==> config.mk <==
export PLATFORM = sky130hd
export DESIGN_NAME = word_serializer_flat
export DESIGN_NICKNAME = d
export VERILOG_FILES = /design/src/rtl/serial_pkg.sv /design/src/rtl/word_serializer_if.sv /design/src/rtl/serializer_fifo2.sv /design/src/rtl/word_serializer.sv /design/src/flat_wrapper.sv
export SDC_FILE = /design/constraint.sdc
export NUM_CORES = 1
export LEC_CHECK = 0
export ABC_AREA = 0
export CAP_MARGIN = 20
export CORE_MARGIN = 4
export CORE_UTILIZATION = 50
export DETAILED_ROUTE_END_ITERATION = 8
export PLACE_DENSITY = 0.72
export SETUP_SLACK_MARGIN = 0.4
export SYNTH_ARGS = -nofsm -noshare
export SYNTH_HDL_FRONTEND = slang
export SYNTH_SLANG_ARGS = --single-unit
==> constraint.sdc <==
create_clock -name clk -period 3.3 [get_ports clk]
set_clock_uncertainty 0.2 [all_clocks]
set_input_delay 0.825 -clock clk [delete_from_list [all_inputs] [get_ports clk]]
set_output_delay 0.825 -clock clk [all_outputs]
set_load 0.02 [all_outputs]
==> src/rtl/serial_pkg.sv <==
// Shared types and constants for the word serializer slice.
package serial_pkg;

  localparam int W_DEFAULT = 16;

  typedef enum logic {
    IDLE,
    SHIFT
  } shift_state_t;

  // A length of zero, or one larger than the word, means a full-width word.
  function automatic int unsigned norm_len(int unsigned len, int unsigned w);
    return (len == 0 || len > w) ? w : len;
  endfunction

endpackage

==> src/rtl/word_serializer_if.sv <==
// Upstream word handshake between a word producer and the serializer.
interface word_serializer_if
  #(parameter int W  = serial_pkg::W_DEFAULT,
    parameter int LW = $clog2(W + 1));

  logic          in_valid;
  logic          in_ready;
  logic [W-1:0]  in_data;
  logic [LW-1:0] in_len;

  modport master (output in_valid, output in_data, output in_len, input in_ready);
  modport slave  (input in_valid, input in_data, input in_len, output in_ready);

endinterface

==> src/rtl/serializer_fifo2.sv <==
// Two-entry FIFO with registered full/empty flags.
module serializer_fifo2
  #(parameter int DW = 21)
  (input  logic          clk,
   input  logic          reset,
   input  logic          push,
   input  logic          pop,
   input  logic [DW-1:0] wdata,
   output logic [DW-1:0] rdata,
   output logic          full,
   output logic          empty);

  logic [DW-1:0] mem [2];
  logic          wptr;
  logic          rptr;
  logic [1:0]    count;
  logic          do_push;
  logic          do_pop;

  assign full    = (count == 2'd2);
  assign empty   = (count == 2'd0);
  assign rdata   = mem[rptr];
  assign do_push = push && !full;
  assign do_pop  = pop && !empty;

  always_ff @(posedge clk or posedge reset) begin
    if (reset) begin
      mem[0] <= '0;
      mem[1] <= '0;
      wptr   <= 1'b0;
      rptr   <= 1'b0;
      count  <= '0;
    end else begin
      if (do_push) begin
        mem[wptr] <= wdata;
        wptr      <= ~wptr;
      end
      if (do_pop)
        rptr <= ~rptr;
      case ({do_push, do_pop})
        2'b10:   count <= count + 2'd1;
        2'b01:   count <= count - 2'd1;
        default: count <= count;
      endcase
    end
  end

endmodule

==> src/rtl/word_serializer.sv <==
// Word-to-bit serializer: 2-deep word FIFO feeding an MSB-first shifter
// with registered first/last framing for a bit-serial consumer.
module word_serializer
  import serial_pkg::*;
  #(parameter int W  = W_DEFAULT,
    parameter int LW = $clog2(W + 1))
  (input  logic clk,
   input  logic reset,
   word_serializer_if.slave in_if,
   output logic dout,
   output logic dout_valid,
   output logic dout_first,
   output logic dout_last,
   output logic busy);

  localparam int EW = W + LW;

  logic          alive;
  logic          push;
  logic          pop;
  logic          fifo_full;
  logic          fifo_empty;
  logic [EW-1:0] fifo_wdata;
  logic [EW-1:0] fifo_rdata;
  logic [W-1:0]  head_data;
  logic [LW-1:0] head_len;
  logic [LW-1:0] in_len_n;

  shift_state_t  state_q, state_d;
  logic [W-1:0]  sreg_q, sreg_d;
  logic [LW-1:0] cnt_q, cnt_d;
  logic          dout_d, valid_d, first_d, last_d;
  logic          load;
  logic [W-1:0]  aligned;
  int unsigned   shamt;

  // alive keeps in_ready low until the first edge after reset release.
  assign in_if.in_ready = alive && !fifo_full;
  assign push           = in_if.in_valid && in_if.in_ready;
  assign in_len_n       = LW'(norm_len(32'(in_if.in_len), 32'(W)));
  assign fifo_wdata     = {in_if.in_data, in_len_n};
  assign {head_data, head_len} = fifo_rdata;
  assign busy           = !fifo_empty || (state_q == SHIFT);

  serializer_fifo2 #(.DW(EW)) u_fifo (
    .clk   (clk),
    .reset (reset),
    .push  (push),
    .pop   (pop),
    .wdata (fifo_wdata),
    .rdata (fifo_rdata),
    .full  (fifo_full),
    .empty (fifo_empty)
  );

  always_comb begin
    state_d = state_q;
    sreg_d  = sreg_q;
    cnt_d   = cnt_q;
    dout_d  = 1'b0;
    valid_d = 1'b0;
    first_d = 1'b0;
    last_d  = 1'b0;
    pop     = 1'b0;
    load    = 1'b0;
    shamt   = 32'(W) - 32'(head_len);
    aligned = head_data << shamt;

    case (state_q)
      IDLE: begin
        if (!fifo_empty)
          load = 1'b1;
      end
      SHIFT: begin
        if (cnt_q != '0) begin
          valid_d = 1'b1;
          dout_d  = sreg_q[W-1];
          sreg_d  = sreg_q << 1;
          cnt_d   = cnt_q - LW'(1);
          last_d  = (cnt_d == '0);
        end else if (!fifo_empty) begin
          load = 1'b1;
        end else begin
          state_d = IDLE;
        end
      end
      default: state_d = IDLE;
    endcase

    // Loading left-aligns the word so the MSB of the valid field leaves first.
    if (load) begin
      pop     = 1'b1;
      state_d = SHIFT;
      valid_d = 1'b1;
      first_d = 1'b1;
      dout_d  = aligned[W-1];
      sreg_d  = aligned << 1;
      cnt_d   = head_len - LW'(1);
      last_d  = (cnt_d == '0);
    end
  end

  always_ff @(posedge clk or posedge reset) begin
    if (reset) begin
      alive      <= 1'b0;
      state_q    <= IDLE;
      sreg_q     <= '0;
      cnt_q      <= '0;
      dout       <= 1'b0;
      dout_valid <= 1'b0;
      dout_first <= 1'b0;
      dout_last  <= 1'b0;
    end else begin
      alive      <= 1'b1;
      state_q    <= state_d;
      sreg_q     <= sreg_d;
      cnt_q      <= cnt_d;
      dout       <= dout_d;
      dout_valid <= valid_d;
      dout_first <= first_d;
      dout_last  <= last_d;
    end
  end

endmodule

==> src/flat_wrapper.sv <==
// flat-port wrapper written by rule: the top's interface ports become plain ports
module word_serializer_flat import serial_pkg::*;
#(parameter int W  = W_DEFAULT,
    parameter int LW = $clog2(W + 1))
  (clk, reset, dout, dout_valid, dout_first, dout_last, busy, in_if_in_valid, in_if_in_data, in_if_in_len, in_if_in_ready);
  word_serializer_if #(.W(W), .LW(LW)) in_if_i ();
  input  logic clk;
  input  logic reset;
  output logic dout;
  output logic dout_valid;
  output logic dout_first;
  output logic dout_last;
  output logic busy;
  input wire logic [$bits(in_if_i.in_valid)-1:0] in_if_in_valid;
  input wire logic [$bits(in_if_i.in_data)-1:0] in_if_in_data;
  input wire logic [$bits(in_if_i.in_len)-1:0] in_if_in_len;
  output wire logic [$bits(in_if_i.in_ready)-1:0] in_if_in_ready;
  assign in_if_i.in_valid = in_if_in_valid;
  assign in_if_i.in_data = in_if_in_data;
  assign in_if_i.in_len = in_if_in_len;
  assign in_if_in_ready = in_if_i.in_ready;
  word_serializer #(.W(W), .LW(LW)) u_core (.clk(clk), .reset(reset), .in_if(in_if_i), .dout(dout), .dout_valid(dout_valid), .dout_first(dout_first), .dout_last(dout_last), .busy(busy));
endmodule
==> results of run 1 <==
==> routing by layer <==
layer  GRT usage  up-vias  wire length, um
met5           0        -                0
met4      0.0578        0              106
met3      0.0424       15              552
met2       0.324      104             4700
met1       0.265     1607             4150
li1            -     1510                -
==> kinds of logic (layout without fill, tap and decap cells) <==
kind of cell,count (synthesis),count (layout)
simple gates,102,102
mux,84,84
compound gates,80,80
flops,72,72
buf+inv,33,73
xor+xnor,10,10
fa+ha+maj,7,7
other cells,1,1
==> cells in the final DEF (no fill, tap or decap), drive strengths merged, types with 3 or more instances in the layout <==
cell and count:
a21oi 21, a221o 3, and3 8, buf 18
clkbuf 10, clkdlybuf4s50 28, clkinvlp 4, dfrtp 72
ha 7, inv 10, mux2 39, mux2i 37
mux4 8, nand2 36, nand2b 6, nand3 7
nor2 18, nor3 7, nor4b 4, o21a 6
o21ai 20, o221ai 3, o22ai 3, o32ai 3
or2 4, xnor2 7, xor2 3
==> area by class of cell <==
class,count,area (um2),share of cell area
multi-input combinational,284,2330,0.472
sequential,72,1800,0.364
timing repair buffer,47,440,0.0890
tap,105,131,0.0265
clock buffer,10,128,0.0258
clock inverter,6,68.8,0.0139
inverter,10,42.5,0.00860
==> sequential cells by signal, indices dropped and copies added (netlist names), 2 cells and up <==
signal and count:
u_core.sreg_q 15, u_core.u_fifo.count 2, u_core.cnt_q 5, u_core.u_fifo.mem 42
==> critical path: stages (launching register included) <==
cell      delay (ns)
dfrtp_2         0.44
buf_4           0.23
mux2i_4         0.41
nor3_4          0.12
o32ai_1         0.54
mux2i_1         0.21
o311ai_1        0.30
o221a_1         0.24
==> metrics by stage <==
step / instance area [um2] / hold slack [ns]
2_1_floorplan: 4280 / 0.252
3_3_place_gp: 4710 / 0.273
3_5_place_dp: 4710 / 0.280
4_1_cts: 4920 / 0.304
5_1_grt: 4950 / 0.320
6_report: 4950 / 0.299
==> what timing repair did <==
item | in CTS | in global routing
setup endpoints to repair | 6 | 11
gates resized for setup | 2 | 5
gates cloned | 0 | 0
setup buffers | 0 | 0
==> worst paths after layout <==
| path | from | to | slack (ns) | cells after the start |
|---|---|---|---|---|
| setup / recovery | u_core.u_fifo.rptr$_DFFE_PP0P_ | u_core.sreg_q[9]$_DFFE_PP0P_ | 0.54 | 7 |
| hold / removal | u_core.sreg_q[1]$_DFFE_PP0P_ | u_core.sreg_q[1]$_DFFE_PP0P_ | 0.30 | 1 |
| setup reg to reg | u_core.u_fifo.rptr$_DFFE_PP0P_ | u_core.sreg_q[9]$_DFFE_PP0P_ | 0.54 | 7 |
| hold reg to reg | u_core.sreg_q[1]$_DFFE_PP0P_ | u_core.sreg_q[1]$_DFFE_PP0P_ | 0.30 | 1 |
| max in group asynchronous | reset | u_core.u_fifo.rptr$_DFFE_PP0P_ | 1.59 | 3 |
| min in group asynchronous | reset | u_core.u_fifo.mem[36]$_DFFE_PP0P_ | 0.68 | 2 |
==> run metrics, run 1 <==
Via density=6.06; Synth Area in Compound Gates=0.125; Cell Area, Synth=4230 um2; outcome=finished, final reports clean; DRC=0; CTS max path bufs=2; CP arrival=2.85 ns; final setup vio count=0; period utilisation layout=0.838; area leader, netlist=dfrtp_1; CTS root buf=clkbuf_8; WL/cell=17.8 um; post-synthesis sequential area ratio=0.426; most common flop cell mapped by yosys=dfrtp_1; Inserted Diodes=0; drt total wl=9500 um; remaining antenna violation count after routing=0; Worst Setup Start Kind=flop; vias in the first global route=3266; synth cell count leaders=dfrtp_1, mux2_2, nand2_1; final cell count without fillers=534; first-iteration detailed-routing DRC count=243; Max Cap Viol=0; CORE AREA=8220 um2; CP max FO=11; unrepaired setup endpoints after global routing=yes; post-synthesis simple-gate area fraction=0.129; largest net degree at the start of global routing=38; worst endpoint required time=3.38 ns; Worst setup EP type=flop; Global Route Usage Sum=0.198; Fill cells=679; IO Count=30; Site Rows=33; CTS tree=yes; Synth top area share=0.426; number of synthesized flops with an enable pin=0; CTS Buf Count=9; crit path time final=2.76 ns; # hold bufs at CTS=0; Post-Syn Nets=420; IO Port Bufs=29; post-synthesis adder-cell area fraction=0.0207; Final Hold Vio Count=0; First-pass DRT Iterations=5; Hold Crit Class=reg -> reg; Mapped Cells=389; die width=99.9 um; total number of vias=3236; setup TNS=0 ns; placer congestion estimate=0.878; largest family of logic cells by synthesized area=multiplexers; Async SR Flop Fraction=1.00; first-pass GRT wire length=15800 um; post-synthesis register bit count=72; Rel. slew slack=0.474; syn_area_per_cell=10.9 um2; Worst Tran Pin Value=0.785 ns; Synth area leaders=dfrtp_1, mux2_2, mux2i_1; dpl hpwl=6970 um; XOR/XNOR share of the synthesized area=0.0243; WS Path Type=reg -> reg; share of cells above drive strength 1=0.240; H-tree depth=3; clock slew at reported path FFs=0.08 ns; mux share of post-synthesis cell area=0.239; yosys warns=0; fin nets=455; GRT overflow=0; Die H=99.9 um; fmax=362 MHz; P&R area growth vs syn=17.1%; initial antenna violation count=0; Initial Util=0.514; Clk Latency, worst-skew pair=0.35 ns; die area=9990 um2; clock sink count=72; max-slew violation count=0; cell with the most instances after synthesis=dfrtp_1; fin util=0.602; pre-CTS setup slack=0.309 ns; final setup margin=0.535 ns; Placed Cells=518; synth unique cells=66
Power of run 1 is not shown: default switching activity piles up to over one toggle a cycle in this logic, so the estimate is an artifact.
==> run 2, diff against run 1 <==
PLACE_DENSITY = 0.7   (was 0.72)
clock period = 2.9 ns   (was 3.3 ns; I/O delays follow)
==> run 2 against run 1 <==
Compared with the run above:
- maximum frequency increased by 6.2%
- clock-buffer cell count unchanged
- critical endpoint is now u_core.dout$_DFF_PP0_
- worst setup slack got worse by 0.24 ns
- sequential share of layout area decreased by 1.5 points
- die area unchanged
- wire length increased by 1.6%
- via count increased by 0.25%
- first-iteration DRC count decreased by 28%
- hold slack improved by 0.0067 ns
- final cell count increased by 2.2%
==> run metrics, run 2 (synthesis gave the netlist of run 1 again) <==
die area=9990 um2; outcome=finished, final reports clean; Hold Crit Class=reg -> reg; clock sink count=72; Worst Setup SP=u_core.u_fifo.rptr$_DFFE_PP0P_; Die H=99.9 um; clock slew at reported path FFs=0.08 ns; Worst Path Buf+Inv=1; capturing point of the worst reg2reg path=u_core.dout$_DFF_PP0_; worst setup path end=u_core.dout$_DFF_PP0_; crit path time final=2.60 ns; CP arrival=2.63 ns; Initial Util=0.514; Max Cap Viol=0; CORE AREA=8220 um2; r2r startpoint=u_core.u_fifo.rptr$_DFFE_PP0P_; Largest delay share family, worst path=multiplexers; design area=5160 um2; initial antenna violation count=0; CTS max path bufs=2; most common cell after layout, fill and taps aside=dfrtp_1; CTS root buf=clkbuf_8; final setup margin=0.295 ns; unrepaired setup endpoints after global routing=yes; first-pass GRT wire length=16500 um; fmax=384 MHz; WHS=0.306 ns; remaining antenna violation count after routing=0; total number of vias=3244; P&R area growth vs syn=22.2%; H-tree depth=3; DRC=0; Global Route Usage Sum=0.209; # hold bufs at CTS=0; IO Port Bufs=29; fin nets=468; vias in the first global route=3304; biggest regs=u_core.u_fifo.mem x42, u_core.sreg_q x15, u_core.cnt_q x5; IO Count=30; crit-path cells=mux2_4, ha_4, buf_12, mux4_2, mux2i_2, nor2_1, a21oi_1, o221ai_1; share of cells above drive strength 1=0.281; most frequent cells in the layout=dfrtp_1, mux2_2, nand2_1, mux2i_1, clkdlybuf4s50_1; GRT overflow=0; dpl hpwl=6670 um; max FFs per register=42; final setup vio count=0; Worst setup EP type=flop; Via density=5.94; first-iteration detailed-routing DRC count=175; CP max stage delay=0.49 ns; Fill cells=668; worst endpoint required time=2.93 ns; placer congestion estimate=0.894; Top reg by flops=u_core.u_fifo.mem; Final Hold Vio Count=0; WS Path Type=reg -> reg; period utilisation layout=0.898; Post-Place Cell Area=4770 um2; die width=99.9 um; max-slew violation count=0; setup TNS=0 ns; Site Rows=33; Reg2Reg Depth=8; largest net degree at the start of global routing=73; First-pass DRT Iterations=5; r2r setup slk=0.30 ns; CTS Buf Count=9; slowest CP cell=mux4_2; Worst Setup Start Kind=flop; Clk Latency, worst-skew pair=0.35 ns; WL/cell=17.7 um; drt total wl=9650 um; CTS tree=yes; CP max FO=6; pre-CTS setup slack=0.0755 ns; WP depth=8; Inserted Diodes=0
[run 2: changes by cell type in the layout (fill, tap and decap cells not counted), sizes merged]
cell           delta
dlygate4sd2       +2
buf              +12
clkinvlp          -1
clkdlybuf4s50     -1
bufinv            +2
inv               -2
dlymetal6s2s      -1
or3               +1
[run 2: per-stage QoR]
step | instances | utilization
6_report | 546 | 0.629
5_1_grt | 546 | 0.629
4_1_cts | 545 | 0.626
3_5_place_dp | 523 | 0.580
3_3_place_gp | 523 | 0.580
2_1_floorplan | 389 | -
[run 2: area by class of cell]
class,count,area (um2),area share
inverters,10,46.3,0.00896
multi-input cells,285,2380,0.461
repair buffers,59,558,0.108
well taps,105,131,0.0254
clock buffers,10,138,0.0266
flip-flops and latches,72,1800,0.349
clock inverters,5,105,0.0203
[run 2: worst min-delay path by stage]
stage                                                  from                                 to  slack (ns)  depth (start not counted)
after floorplan                u_core.sreg_q[9]$_DFFE_PP0P_      u_core.sreg_q[10]$_DFFE_PP0P_        0.25                          2
after global placement        u_core.sreg_q[15]$_DFFE_PP0P_              u_core.dout$_DFF_PP0_        0.27                          2
after detailed placement      u_core.sreg_q[13]$_DFFE_PP0P_      u_core.sreg_q[14]$_DFFE_PP0P_        0.29                          2
after CTS                     u_core.sreg_q[15]$_DFFE_PP0P_              u_core.dout$_DFF_PP0_        0.30                          2
after global routing          u_core.sreg_q[10]$_DFFE_PP0P_      u_core.sreg_q[11]$_DFFE_PP0P_        0.33                          1
final                     u_core.u_fifo.mem[20]$_DFFE_PP0P_  u_core.u_fifo.mem[20]$_DFFE_PP0P_        0.31                          1
[run 2: routing by layer]
metal  GRT usage  routed length [um]  vias up
met1       0.278                4270     1578
met2       0.336                4650      113
li1            -                   -     1529
met3      0.0375                 521       24
met5           0                   0        -
met4      0.0893                 209        0
[run 2: timing repair]
action,in CTS,in global routing
gates cloned,1,0
endpoints found under the setup margin,18,16
buffers inserted,6,1
gates resized for setup,14,4
pin swaps,7,1
Power of run 2 is left out for the same reason.
==> run 3, diff against run 2 <==
CAP_MARGIN = 25   (was 20)
==> results of run 3 <==
The final DEF is identical to that of run 2; final timing and power are the same.
Power of run 3 is left out for the same reason.
==> patch (flow settings as in run 3) <==
Make the reset (`reset`) synchronous in 2 clocked blocks.
--- a/src/rtl/serializer_fifo2.sv
+++ b/src/rtl/serializer_fifo2.sv
@@ -23,7 +23,7 @@
   assign do_push = push && !full;
   assign do_pop  = pop && !empty;
 
-  always_ff @(posedge clk or posedge reset) begin
+  always_ff @(posedge clk) begin
     if (reset) begin
       mem[0] <= '0;
       mem[1] <= '0;
--- a/src/rtl/word_serializer.sv
+++ b/src/rtl/word_serializer.sv
@@ -100,7 +100,7 @@
     end
   end
 
-  always_ff @(posedge clk or posedge reset) begin
+  always_ff @(posedge clk) begin
     if (reset) begin
       alive      <= 1'b0;
       state_q    <= IDLE;
Formal check against the unedited RTL: differs if reset is asserted again (counterexample within 4 cycles, from zero or initial values and one cycle with reset high); with reset held inactive, the same outputs for 10 cycles.
==> patch against run 3 <==
- cell area increased by 10%
- non-clock buffer count is 22 higher
- sequential share of layout area down 1.6 points
- worst setup slack better by 0.00053 ns
- sequential cell count increased by 1
- routed wire length up 14%
- utilization is 2.9 points higher
- synthesized area up 4.6%
- critical path type unchanged
- critical endpoint is now u_core.sreg_q[13]
==> patch: results (changes against run 3) <==
* Status: finished clean
* Violation count after the first detailed-route iteration at 161 (-8.0%)
* Pwr dens at 859 nW/um^2
* Post-DP HPWL at 7.07 mm (+6.0%)
* Buffering overhead at 13.1% (+2.3 points)
* CP endpoint: u_core.sreg_q[13]
* Vias per cell at 6.04 (+1.6%)
* Crit path DAT at 2.68 ns (+0.05 ns)
* Grt met2 use at 35.4% (+1.9 points)
* Worst Hold End: u_core.sreg_q[1]
* Largest net degree at the start of global routing at 25 (-66%)
* RePlAce Congestion at 0.875 (-2.1%)
* Clock sinks at 73 (+1.4%)
* Post-Synth Adder-Cell Area at 1.98% (-0.091 points)
* Largest cells by area after synthesis: edfxtp_1 29%, dfxtp_1 14%, mux2i_1 3.6%, mux4_2 3.6%, and2_1 3.0%
* WL met2 at 5.54 mm (+19%)
* Register area share after synthesis at 42.6% (-0.059 points)
* Reg-to-reg setup timing slack at 0.30 ns (about the same)
* Fill count at 662 (-0.90%)
* Grt met3 use at 4.10% (+0.34 points)
* Top delay family on crit path: simple AND/OR/NAND/NOR gates
* Total Wirelength at 11.0 mm (+14%)
* Largest family of logic cells by synthesized area: simple AND/OR/NAND/NOR gates
* Htree depth at 3 (unchanged)
* Clock root cell: clkbuf_8
* Vias in the first global route at 3418 (+3.5%)
* WHS Path Cells at 2 (+1)
* Met1 Track Usage GR at 26.3% (-1.5 points)
* FFs w/ async S/R, synth at 0% (-100 points)
* CTS max path bufs at 2 (unchanged)
* Number of library cell types mapped by synthesis at 76 (+15%)
* Max incr delay on CP at 0.38 ns (-0.11 ns)
* Share of cells above drive strength 1 at 32.8% (+4.7 points)
* Slowest CP cell: dfxtp_4
* First-pass GRT wire length at 17.0 mm (+3.0%)
* Lkg Pwr at 2.11 nW
* Mapped Nets at 437 (+4.0%)
* XOR/XNOR share of the synthesized area at 1.95% (-0.47 points)
* GR Util All Layers at 21.0% (+0.12 points)
* Met3 WL post-DR at 558 um (+7.1%)
* Compound-Gate Fraction of Synth Area at 17.3% (+4.8 points)
* #MultiIn Comb at 300 (+5.3%)
* Crit start category: flip-flop
* M1 WL at 4.70 mm (+10%)
* Logic inverters at 9 (-1)
* Post-synth top cells: 42 x edfxtp_1, 34 x nor2_1, 31 x dfxtp_1
* Mux share of post-synthesis cell area at 11.9% (-12 points)
* Hold WS at 0.261 ns (-0.0454 ns)
* R2R cell count at 11 (+3)
* Multi-input combinational area share at 47.1% (+0.93 points)
* Seq/total area at 33.3% (-1.6 points)
* Final nets at 505 (+7.9%)
* Headroom to the max-slew limit at 44.5%
* Post-synth EDFFs at 42 (+42)
* Initial antenna violation count at 0 (unchanged)
* ClkCell Share at 3.62% (-1.1 points)
* Worst hold start: u_core.sreg_q[1]
* Worst VDD drop at 369 uV
* Non-CTS buffers at 81 (+37%)
* IO Port Bufs at 29 (unchanged)
==> patch: changes by cell type after synthesis, sizes merged, moves of 7 or more <==
cell    delta
a211oi     +8
buf        +7
dfxtp     +31
and3       +9
and2      +21
mux2i     -19
nand2      -7
mux2      -33
a221oi     +7
nor2      +18
dfrtp     -72
nor3       +7
edfxtp    +42
a21oi     -13
==> patch: through the flow <==
step / setup slack [ns] / area [um^2] / cells
5_1_grt: 0.185 / 5700 / 587
4_1_cts: 0.283 / 5430 / 572
3_3_place_gp: 0.139 / 4920 / 538
3_5_place_dp: -0.0318 / 4920 / 538
2_1_floorplan: 0.204 / 4540 / 406
6_report: 0.296 / 5700 / 587
==> patch: what timing repair did <==
item | CTS | global route
resized for setup | 28 | 29
buffers inserted | 17 | 12
setup endpoints to repair | 19 | 20
gates cloned | 1 | 3
pin swaps | 17 | 20
